File: src/rtl/btn_pkg.sv
// Shared constants for the button front-end: default timing parameters,
// channel indices and a small elaboration-time helper.
package btn_pkg;

  localparam int BTN_SYNC_STAGES_DEF   = 2;
  localparam int BTN_DEBOUNCE_DEF      = 16;
  localparam int BTN_REPEAT_DELAY_DEF  = 64;
  localparam int BTN_REPEAT_PERIOD_DEF = 16;

  localparam int BTN_HIT    = 0;
  localparam int BTN_STAND  = 1;
  localparam int BTN_DOUBLE = 2;
  localparam int BTN_START  = 3;

  function automatic int max_int(input int a, input int b);
    return (a > b) ? a : b;
  endfunction

endpackage

File: src/rtl/btn_channel.sv
// One button channel: polarity fix, synchroniser, debounce counter and
// registered press/release pulses. Auto-repeat exists only with BTN_AUTOREPEAT_EN.
module btn_channel
  import btn_pkg::*;
#(
  parameter int SYNC_STAGES     = BTN_SYNC_STAGES_DEF,
  parameter int DEBOUNCE_CYCLES = BTN_DEBOUNCE_DEF,
  parameter bit ACTIVE_LOW      = 1'b0,
  parameter int REPEAT_DELAY    = BTN_REPEAT_DELAY_DEF,
  parameter int REPEAT_PERIOD   = BTN_REPEAT_PERIOD_DEF
) (
  input  logic clk,
  input  logic rst,
  input  logic en,
  input  logic raw,
  output logic level,
  output logic press,
  output logic rel
);

  localparam int CW = $clog2(DEBOUNCE_CYCLES + 1);
  localparam logic [CW-1:0] CNT_LAST = CW'(DEBOUNCE_CYCLES - 1);

  logic                   pin;
  logic [SYNC_STAGES-1:0] sync;
  logic                   s;
  logic [CW-1:0]          cnt;
  logic                   lvl;
  logic                   flip;
  logic                   rpt_fire;

  // Inverting before the first flop keeps the whole chain in "1 = pressed" terms.
  assign pin  = ACTIVE_LOW ? ~raw : raw;
  assign s    = sync[SYNC_STAGES-1];
  assign flip = (s != lvl) && (cnt == CNT_LAST);

  always_ff @(posedge clk) begin
    if (rst) begin
      sync <= '0;
    end else begin
      sync <= {sync[SYNC_STAGES-2:0], pin};
    end
  end

  always_ff @(posedge clk) begin
    if (rst) begin
      cnt   <= '0;
      lvl   <= 1'b0;
      press <= 1'b0;
      rel   <= 1'b0;
    end else begin
      if (s == lvl) begin
        cnt <= '0;
      end else if (flip) begin
        cnt <= '0;
        lvl <= s;
      end else begin
        cnt <= cnt + 1'b1;
      end
      press <= en & ((flip & s) | rpt_fire);
      rel   <= en & flip & ~s;
    end
  end

`ifdef BTN_AUTOREPEAT_EN
  localparam int RW = $clog2(max_int(REPEAT_DELAY, REPEAT_PERIOD) + 1);
  localparam logic [RW-1:0] DELAY_LAST  = RW'(REPEAT_DELAY - 1);
  localparam logic [RW-1:0] PERIOD_LAST = RW'(REPEAT_PERIOD - 1);

  logic [RW-1:0] rpt_cnt;
  logic          rpt_first;

  // rpt_cnt counts edges since the last press (real or repeated) while held.
  assign rpt_fire = lvl && !flip &&
                    (rpt_cnt == (rpt_first ? DELAY_LAST : PERIOD_LAST));

  always_ff @(posedge clk) begin
    if (rst || flip || !lvl) begin
      rpt_cnt   <= '0;
      rpt_first <= 1'b1;
    end else if (rpt_fire) begin
      rpt_cnt   <= '0;
      rpt_first <= 1'b0;
    end else begin
      rpt_cnt <= rpt_cnt + 1'b1;
    end
  end
`else
  localparam bit REPEAT_CFG_OK = (REPEAT_DELAY >= 1) && (REPEAT_PERIOD >= 1);
  assign rpt_fire = 1'b0 & REPEAT_CFG_OK;
`endif

  assign level = lvl;

endmodule

File: src/rtl/btn_conditioner.sv
// N-channel button conditioner: independent channels plus an any_press summary.
// Optional auto-repeat is enabled by defining BTN_AUTOREPEAT_EN.
module btn_conditioner
  import btn_pkg::*;
#(
  parameter int N_BTN           = 4,
  parameter int SYNC_STAGES     = BTN_SYNC_STAGES_DEF,
  parameter int DEBOUNCE_CYCLES = BTN_DEBOUNCE_DEF,
  parameter bit ACTIVE_LOW      = 1'b0,
  parameter int REPEAT_DELAY    = BTN_REPEAT_DELAY_DEF,
  parameter int REPEAT_PERIOD   = BTN_REPEAT_PERIOD_DEF
) (
  input  logic             clk,
  input  logic             rst,
  input  logic             en,
  input  logic [N_BTN-1:0] btn_raw,
  output logic [N_BTN-1:0] btn_level,
  output logic [N_BTN-1:0] btn_press,
  output logic [N_BTN-1:0] btn_release,
  output logic             any_press
);

  for (genvar i = 0; i < N_BTN; i++) begin : g_ch
    btn_channel #(
      .SYNC_STAGES    (SYNC_STAGES),
      .DEBOUNCE_CYCLES(DEBOUNCE_CYCLES),
      .ACTIVE_LOW     (ACTIVE_LOW),
      .REPEAT_DELAY   (REPEAT_DELAY),
      .REPEAT_PERIOD  (REPEAT_PERIOD)
    ) u_ch (
      .clk  (clk),
      .rst  (rst),
      .en   (en),
      .raw  (btn_raw[i]),
      .level(btn_level[i]),
      .press(btn_press[i]),
      .rel  (btn_release[i])
    );
  end

  assign any_press = |btn_press;

endmodule

File: config.mk
export PLATFORM = sky130hd
export DESIGN_NAME = btn_conditioner
export DESIGN_NICKNAME = d
export VERILOG_FILES = /design/src/rtl/btn_pkg.sv /design/src/rtl/btn_channel.sv /design/src/rtl/btn_conditioner.sv
export SDC_FILE = /design/constraint.sdc
export NUM_CORES = 1
export LEC_CHECK = 0
export CAP_MARGIN = 20
export CORE_UTILIZATION = 40
export CTS_CLUSTER_DIAMETER = 100
export CTS_CLUSTER_SIZE = 25
export DETAILED_ROUTE_END_ITERATION = 8
export PLACE_DENSITY = 0.61
export SYNTH_ARGS = -nofsm -noshare
export SYNTH_HDL_FRONTEND = slang
export SYNTH_HIERARCHICAL = 1
export SYNTH_SLANG_ARGS = --single-unit
File: constraint.sdc
create_clock -name clk -period 2.1 [get_ports clk]
set_clock_uncertainty 0.2 [all_clocks]
set_input_delay 0.21 -clock clk [delete_from_list [all_inputs] [get_ports clk]]
set_output_delay 0.21 -clock clk [all_outputs]
set_load 0.02 [all_outputs]
---- Word-level counts from Yosys, hierarchy flattened ----
Cells that the tools add are included.
Widths: inputs -> output; s select.
cells by class
  bitwise logic cells ..................... 24
  reductions and logical operators ........ 13
  add/sub/neg operators ................... 4
  eq/ne operators ......................... 12
operators by type and width
  cell                 count
  $add 5x1->5 const B  4
  $eq 5x4->1 const B   4
  $and 1x1->1          16
  $reduce_or 3->1      4
  $not 1->1            8
  $reduce_and 2->1     4
  $eq 1x1->1           4
  $logic_and 1x1->1    4
  $ne 1x1->1           4
  $reduce_or 4->1      1
storage, ports and cells
  bits of input ports ..................... 7
  bits in registers ....................... 40
  output and inout bits ................... 13
  word-level logic and storage cells ...... 73

---- Longest topological paths before layout ----
Gate-level depths: netlist of run 1.
  depth in word-level cells ............... 4
  gate-level depth with buffers ........... 5
  mapped depth without buffers ............ 5

---- Modules after synthesis ----
Netlist of run 1, hierarchy kept.
modules (own cells, without submodules)
  module           cells each  times used  area an instance (sq um)
  btn_channel      32          4           349.1
  btn_conditioner  1           1           7.5

---- Least setup slack after synthesis of run 1 ----
OpenSTA, ideal clock, no wires.
  kind .................................... reg2reg
  start point ............................. register g_ch[0].u_ch.cnt[0]
  end point ............................... register g_ch[0].u_ch.cnt[2]
  slack ................................... 448 ps
  library setup time ...................... 64 ps
  cell stages (with the launch flop) ...... 6
  arrival time ............................ 1,388 ps
  period minus slack after synthesis ...... 1,652 ps
  path buffers ............................ 0
  cells stage by stage .................... dfxtp_1 ha_1 and3_1 ha_1 or3_4 nor2_1
between the ends
  word-level cells in the longest chain between the ends .. 3
RTL lines
  element                                              RTL line           source
  from (decl)                                          btn_channel.sv:27  logic [CW-1:0] cnt;
  from (signal assigned)                               btn_channel.sv:58  cnt <= cnt + 1'b1;
  branches (longest 3 deep; another with $add 5x1->5)  --
Several ways; the timed one is not identified.
A chain may end at the register's enable or synchronous reset.

---- Final worst setup path of run 1 ----
  start point ............................. register g_ch[1].u_ch.press
  end point ............................... output any_press
between the ends
  word-level cells in the longest chain between the ends .. 1
RTL lines
  element                 RTL line               source
  from (decl)             btn_channel.sv:17      output logic press,
  from (signal assigned)  btn_channel.sv:60      press <= en & ((flip & s) | rpt_fire);
  $reduce_or 4->1         btn_conditioner.sv:41  assign any_press = |btn_press;
  to (decl)               btn_conditioner.sv:20  output logic any_press
Every way passes these cells.

==> reports/metrics.yaml, run 1 <==
layout:
  n_fill_cell: 305
  num-nets-final: 172
  finish.instance_area_um2: 1730
  diodes: 0
  drive_gt1_share_pct: 8.86
  fin_util_pct: 51.7
  final-instance-count-excl-fill: 204
  area_growth_pct: 23.0
floorplan:
  die_y_um: 61.2
  die_area_um2: 3750
  ios: 20
  start_util_pct: 42.1
  coreArea_um2: 3340
  die_w_um: 61.2
  placementRows: 21
placement:
  gp_congestion: 0.638
  placed_area_um2: 1670
  hpwl_mm: 1.59
  place_inst: 196
  pre_cts_slack_ps: 277
  port_buffers: 19
cts:
  cts_buffer_depth: 2
  cts_tree: "done"
  cts.sinks: 40
  cts_setup_buffers: 0
  clk_latency_ps: 330
  cts.clk_slew.worst_paths_ps: 110
  numCtsBuffers: 5
  htree_levels: 2
  cts_root_buf: "clkbuf_4"
power_and_ir_drop:
  vdd_drop_max_v: 0.000395
  power_density_nw_per_um2: 697
  p_leak_nw: 0.642
  finalPower_mw: 1.20
timing:
  hold_ws_ps: 214
  rsz0062_at_grt: "false"
  setup_viol: 0
  final_max_slew_viol_count: 0
  fin_tns_setup_ps: 0
  finalCriticalPeriod_ps: 1930
  tightest_slew_ps: 528
  max_clock_freq_ghz: 0.519
  relSlewSlack_pct: 64.7
  timing.final.ws_setup_ps: 174
  timing_hold_violations_final: 0
  min_period_over_period_pct: 91.7
synth:
  synth-edff-count: 0
  synth_area_leader_cell: "dfxtp_1"
  synth.yosys.seq_area_share_pct: 57.0
  synth_warnings: 6
  avgSynthCellArea_um2: 10.9
  synth_area_um2: 1400
  netlist_instances: 129
  synthXorXnorAreaFrac_pct: 7.49
  synth_most_common_cell: "dfxtp_1"
  ys.flop_type: "dfxtp_1"
  postSynth.asyncResetShare_pct: 0
  synth-adder-area-share_pct: 7.13
  synth.top_cell.area_share_pct: 57.0
  ys_ff_latch: 40
  synth.area.mux_share_pct: 2.85
  synth_top_family_by_area: "simple AND/OR/NAND/NOR gates"
  synthSimpleGateAreaFrac_pct: 23.4
  synth_nets: 144
  synthTopCellsByCount: "dfxtp_1 (40), nor2_1 (24)"
  synth.distinct_cells: 14
  synth.area.top_cells: "dfxtp_1 (57%), ha_1 (7.1%), nor2_1 (6.4%), xnor2_1 (5.0%), nor3b_1 (4.3%)"
  synth_compound_area_share_pct: 0
grt:
  use_met3_pct: 5.04
  overflow: 0
  grt_pass1_wl_mm: 3.64
  grt_max_degree: 17
  gr-usage-met2_pct: 21.9
  antenna_found_initial: 0
  grt_usage_pct: 14.1
  met1_usage_pct: 16.5
  grt_pass1_vias: 879
  grt.busiest_layer: "met2"
routing:
  viasPerCell: 4.52
  wl_per_cell_um: 10.6
  drc: 0
  drt-pass1-iter-count: 3
  num_vias: 923
  drt-initial-drc-count: 11
  drtAntennaViolNets: 0
  drt-total-wl_mm: 2.17
setup_path:
  crit_path_start_kind: "register"
  worstPathMaxFanout: 2
  cp.arrival_ps: 1520
  critPathRequiredTime_ps: 1690
  cp-end-kind: "primary output"
  crit_type: "register to primary output"
job:
  max_cap_viol_count: 0
hold_path:
  hp-class: "input pin to register"
status:
  run_status: "completed"
-- per-layer routing --
layer	part of all wire [%]	vias to the layer above
li1	-	477
met1	49	420
met2	44	22
met3	4.8	4
met4	2.2	0
met5	0	-
-- sequential cells by signal, indices dropped and copies added (netlist names) --
name / flops
g_ch.u_ch/sync: 8
g_ch.u_ch/level: 4
g_ch.u_ch/rel: 4
g_ch.u_ch/press: 4
g_ch.u_ch/cnt: 20
-- path summary, 6_finish.rpt --
check,startpoint,endpoint,slack [ps],cells past startpoint
worst max-delay path,g_ch[1].u_ch/press$_SDFF_PP0_,any_press,170,2
worst max register to register,g_ch[3].u_ch/cnt[0]$_SDFF_PP0_,g_ch[3].u_ch/cnt[2]$_SDFF_PP0_,310,5
worst min-delay path,btn_raw[2],g_ch[2].u_ch/sync[0]$_SDFF_PP0_,210,2
worst min register to register,g_ch[3].u_ch/sync[0]$_SDFF_PP0_,g_ch[3].u_ch/sync[1]$_SDFF_PP0_,240,1
-- placed cells by master (no fill, tap or decap), drive strengths merged --
master / count
dfxtp: 40
nor2: 24
clkdlybuf4s50: 18
inv: 8
nor2b: 8
xnor2: 8
nor3b: 8
ha: 8
clkbuf: 6
and3: 4
or3: 4
nand3: 4
xor2: 4
nand3b: 4
mux2i: 4
clkinv: 2
buf: 2
or4: 1
dlygate4sd2: 1
-- layout make-up --
type,count,area (um2),area share [%]
Multi-Input combinational cell,81,573,33.2
Tap cell,46,57.6,3.33
Timing Repair Buffer,21,204,11.8
Clock buffer,6,51.3,2.97
Inverter,8,30.0,1.74
Clock inverter,2,10.0,0.580
Sequential cell,40,801,46.4
-- worst max-delay path: stages (launching register included) --
cell and delay (ps):
dfxtp_1 350, or4_1 500, dlygate4sd2_1 340
-- logic make-up (layout without fill, tap and decap cells) --
logic type	count (synthesis)	after routing
XOR/XNOR	12	12
buffers and inverters	8	37
adder cells (fa/ha/maj)	8	8
AND/OR/NAND/NOR	57	57
multiplexers	4	4
flip-flops	40	40
-- power by group --
part	switching, mW	total, mW	internal [mW]
logic	0.0143	0.0377	0.0233
registers	0.00587	0.774	0.768
clock network	0.233	0.392	0.159
total	0.253	1.20	0.951
-- what timing repair did --
item,4_1_cts,5_1_grt
endpoints found under the setup margin,1,0
hold buffers,0,0
resized for setup,1,0
Power figures use the tool's default switching activity.
==> inputs of run 2 (changes only) <==
--- a/config.mk
+++ b/config.mk
@@ -6,6 +6,7 @@
 export NUM_CORES = 1
 export LEC_CHECK = 0
 export CAP_MARGIN = 20
+export CORE_MARGIN = 2
 export CORE_UTILIZATION = 40
 export CTS_CLUSTER_DIAMETER = 100
 export CTS_CLUSTER_SIZE = 25
==> run 2 against run 1 <==
  * Setup slack lost 1.6 ps
  * Maximum frequency is essentially flat
  * Combinational power shrank 2%
  * Sequential power is essentially flat
  * Final cell count is the same
  * Global-route usage shrank 0.90 points
  * Via count shrank 1.4%
  * Worst hold slack lost 1.6 ps
  * Critical endpoint unchanged
  * Largest cell class unchanged
  * Largest power group unchanged
==> reports/metrics.yaml, run 2 (synthesized netlist as in run 1, its figures left out) <==
status:
  run_status: "completed"  # unchanged
routing:
  num_vias: 910  # was 923
  drt-pass1-iter-count: 4  # was 3
  drt-total-wl_mm: 2.21  # was 2.17 mm
  viasPerCell: 4.46  # was 4.52
  wl_per_cell_um: 10.8  # was 10.6 um
  drt-initial-drc-count: 12  # was 11
  drc: 0  # unchanged
  drtAntennaViolNets: 0  # unchanged
layout:
  ff_latch_area_um2: 801  # unchanged
  area_growth_pct: 24.1  # was 23.0%
  fin_util_pct: 51.8  # was 51.7%
  final_cell_mix: "dfxtp_1 (40), nor2_1 (24), clkdlybuf4s50_1 (18)"  # unchanged
  drive_gt1_share_pct: 8.23  # was 8.86%
  multi_input_area_um2: 573  # unchanged
  diodes: 0  # unchanged
  reg.largest.list: "g_ch.u_ch/cnt: 20 flops, g_ch.u_ch/sync: 8 flops"  # unchanged
  n_fill_cell: 337  # was 305
  largest_reg_flops: 20  # unchanged
  final-instance-count-excl-fill: 204  # unchanged
  top_register: "g_ch.u_ch/cnt"  # unchanged
  final_common_cell: "dfxtp_1"  # unchanged
  num-nets-final: 172  # unchanged
  finish.instance_area_um2: 1740  # was 1730 um2
grt:
  antenna_found_initial: 0  # unchanged
  grt_max_degree: 17  # unchanged
  grt_usage_pct: 13.2  # was 14.1%
  grt_pass1_wl_mm: 3.95  # was 3.64 mm
  overflow: 0  # unchanged
  grt_pass1_vias: 901  # was 879
floorplan:
  ios: 20  # unchanged
  die_y_um: 63.2  # was 61.2 um
  coreArea_um2: 3360  # was 3340 um2
  placementRows: 21  # unchanged
  die_area_um2: 4000  # was 3750 um2
  die_w_um: 63.2  # was 61.2 um
  start_util_pct: 41.7  # was 42.1%
power_and_ir_drop:
  vdd_drop_max_v: 0.000525  # was 0.000395 V
  power_density_nw_per_um2: 745  # was 697 nW/um2
  p_leak_nw: 0.646  # was 0.642 nW
timing:
  rsz0062_at_grt: "false"  # unchanged
  tightest_slew_ps: 501  # was 528 ps
  max_clock_freq_ghz: 0.519  # about the same
  final_max_slew_viol_count: 0  # unchanged
  finalCriticalPeriod_ps: 1930  # about the same
  min_period_over_period_pct: 91.8  # was 91.7%
  fin_tns_setup_ps: 0  # unchanged
  setup_viol: 0  # unchanged
  relSlewSlack_pct: 66.5  # was 64.7%
  timing_hold_violations_final: 0  # unchanged
cts:
  cts_setup_buffers: 0  # unchanged
  clk_latency_ps: 340  # was 330 ps
  cts.clk_slew.worst_paths_ps: 110  # about the same
  cts_tree: "done"  # unchanged
  cts_hold_buf: 0  # unchanged
  numCtsBuffers: 5  # unchanged
  cts_root_buf: "clkbuf_4"  # unchanged
  cts_buffer_depth: 2  # unchanged
  cts.sinks: 40  # unchanged
  htree_levels: 2  # unchanged
placement:
  hpwl_mm: 1.59  # about the same
  gp_congestion: 0.619  # was 0.638
  placed_area_um2: 1670  # unchanged
  port_buffers: 19  # unchanged
  place_inst: 196  # unchanged
job:
  max_cap_viol_count: 0  # unchanged
setup_path:
  crit_type: "register to primary output"  # unchanged
  cp-end-kind: "primary output"  # unchanged
  crit_path_start_kind: "register"  # unchanged
  worstPathMaxFanout: 2  # unchanged
  r2r_cells: 5  # unchanged
  timing.rr.start: "g_ch[0].u_ch/cnt[0]$_SDFF_PP0_"  # was g_ch[3].u_ch/cnt[0]$_SDFF_PP0_
  crit_path_start: "g_ch[1].u_ch/press$_SDFF_PP0_"  # unchanged
  cp.arrival_ps: 1520  # about the same
  critPathRequiredTime_ps: 1690  # about the same
hold_path:
  hold_depth: 2  # unchanged
  hold_start: "btn_raw[0]"  # was btn_raw[2]
  hp-class: "input pin to register"  # unchanged
## run 2: critical path, cell delays in order (launching register included)
cell and delay, ps:
dfxtp_1 340, or4_1 510, dlygate4sd2_1 330
## run 2: path summary, 6_finish.rpt
kind	to	slack, ps
worst max-delay path	any_press	170
worst min register to register	g_ch[3].u_ch/sync[1]$_SDFF_PP0_	240
worst min-delay path	g_ch[0].u_ch/sync[0]$_SDFF_PP0_	210
worst max register to register	g_ch[0].u_ch/cnt[2]$_SDFF_PP0_	320
## run 2: timing repair
action,4_1_cts,5_1_grt
setup endpoints to repair,1,0
endpoints found under the hold margin,0,0
gates resized for setup,1,0
## run 2: where the power goes
| part | total [mW] | switching, mW | internal, mW |
|---|---|---|---|
| Sequential | 0.774 | 0.00564 | 0.768 |
| Clock | 0.488 | 0.238 | 0.250 |
| Combinational | 0.0370 | 0.0137 | 0.0233 |
## run 2: stage by stage
| step | power [mW] | hold WS [ps] | setup WS [ps] |
|---|---|---|---|
| detailed placement | 0.829 | 225 | 304 |
| floorplan | 0.806 | 81.6 | 448 |
| global route | 1.36 | 195 | 104 |
| CTS | 1.32 | 194 | 139 |
| finish | 1.30 | 213 | 173 |
| global placement | 0.827 | 221 | 318 |
## run 2: layer usage
layer	global-route usage [%]	vias up	wire length [um]
li1	-	474	-
met5	0	-	0
met1	16.4	402	1030
met2	19.7	29	947
met3	5.36	5	180
met4	6.52	0	48
## run 2: final cells by class
cell class,count,area share [%]
Timing Repair Buffer,21,11.7
Clock inverter,2,2.01
Multi-Input combinational cell,81,32.9
Inverter,8,1.72
Sequential cell,40,46.0
Tap cell,46,3.30
Clock buffer,6,2.37
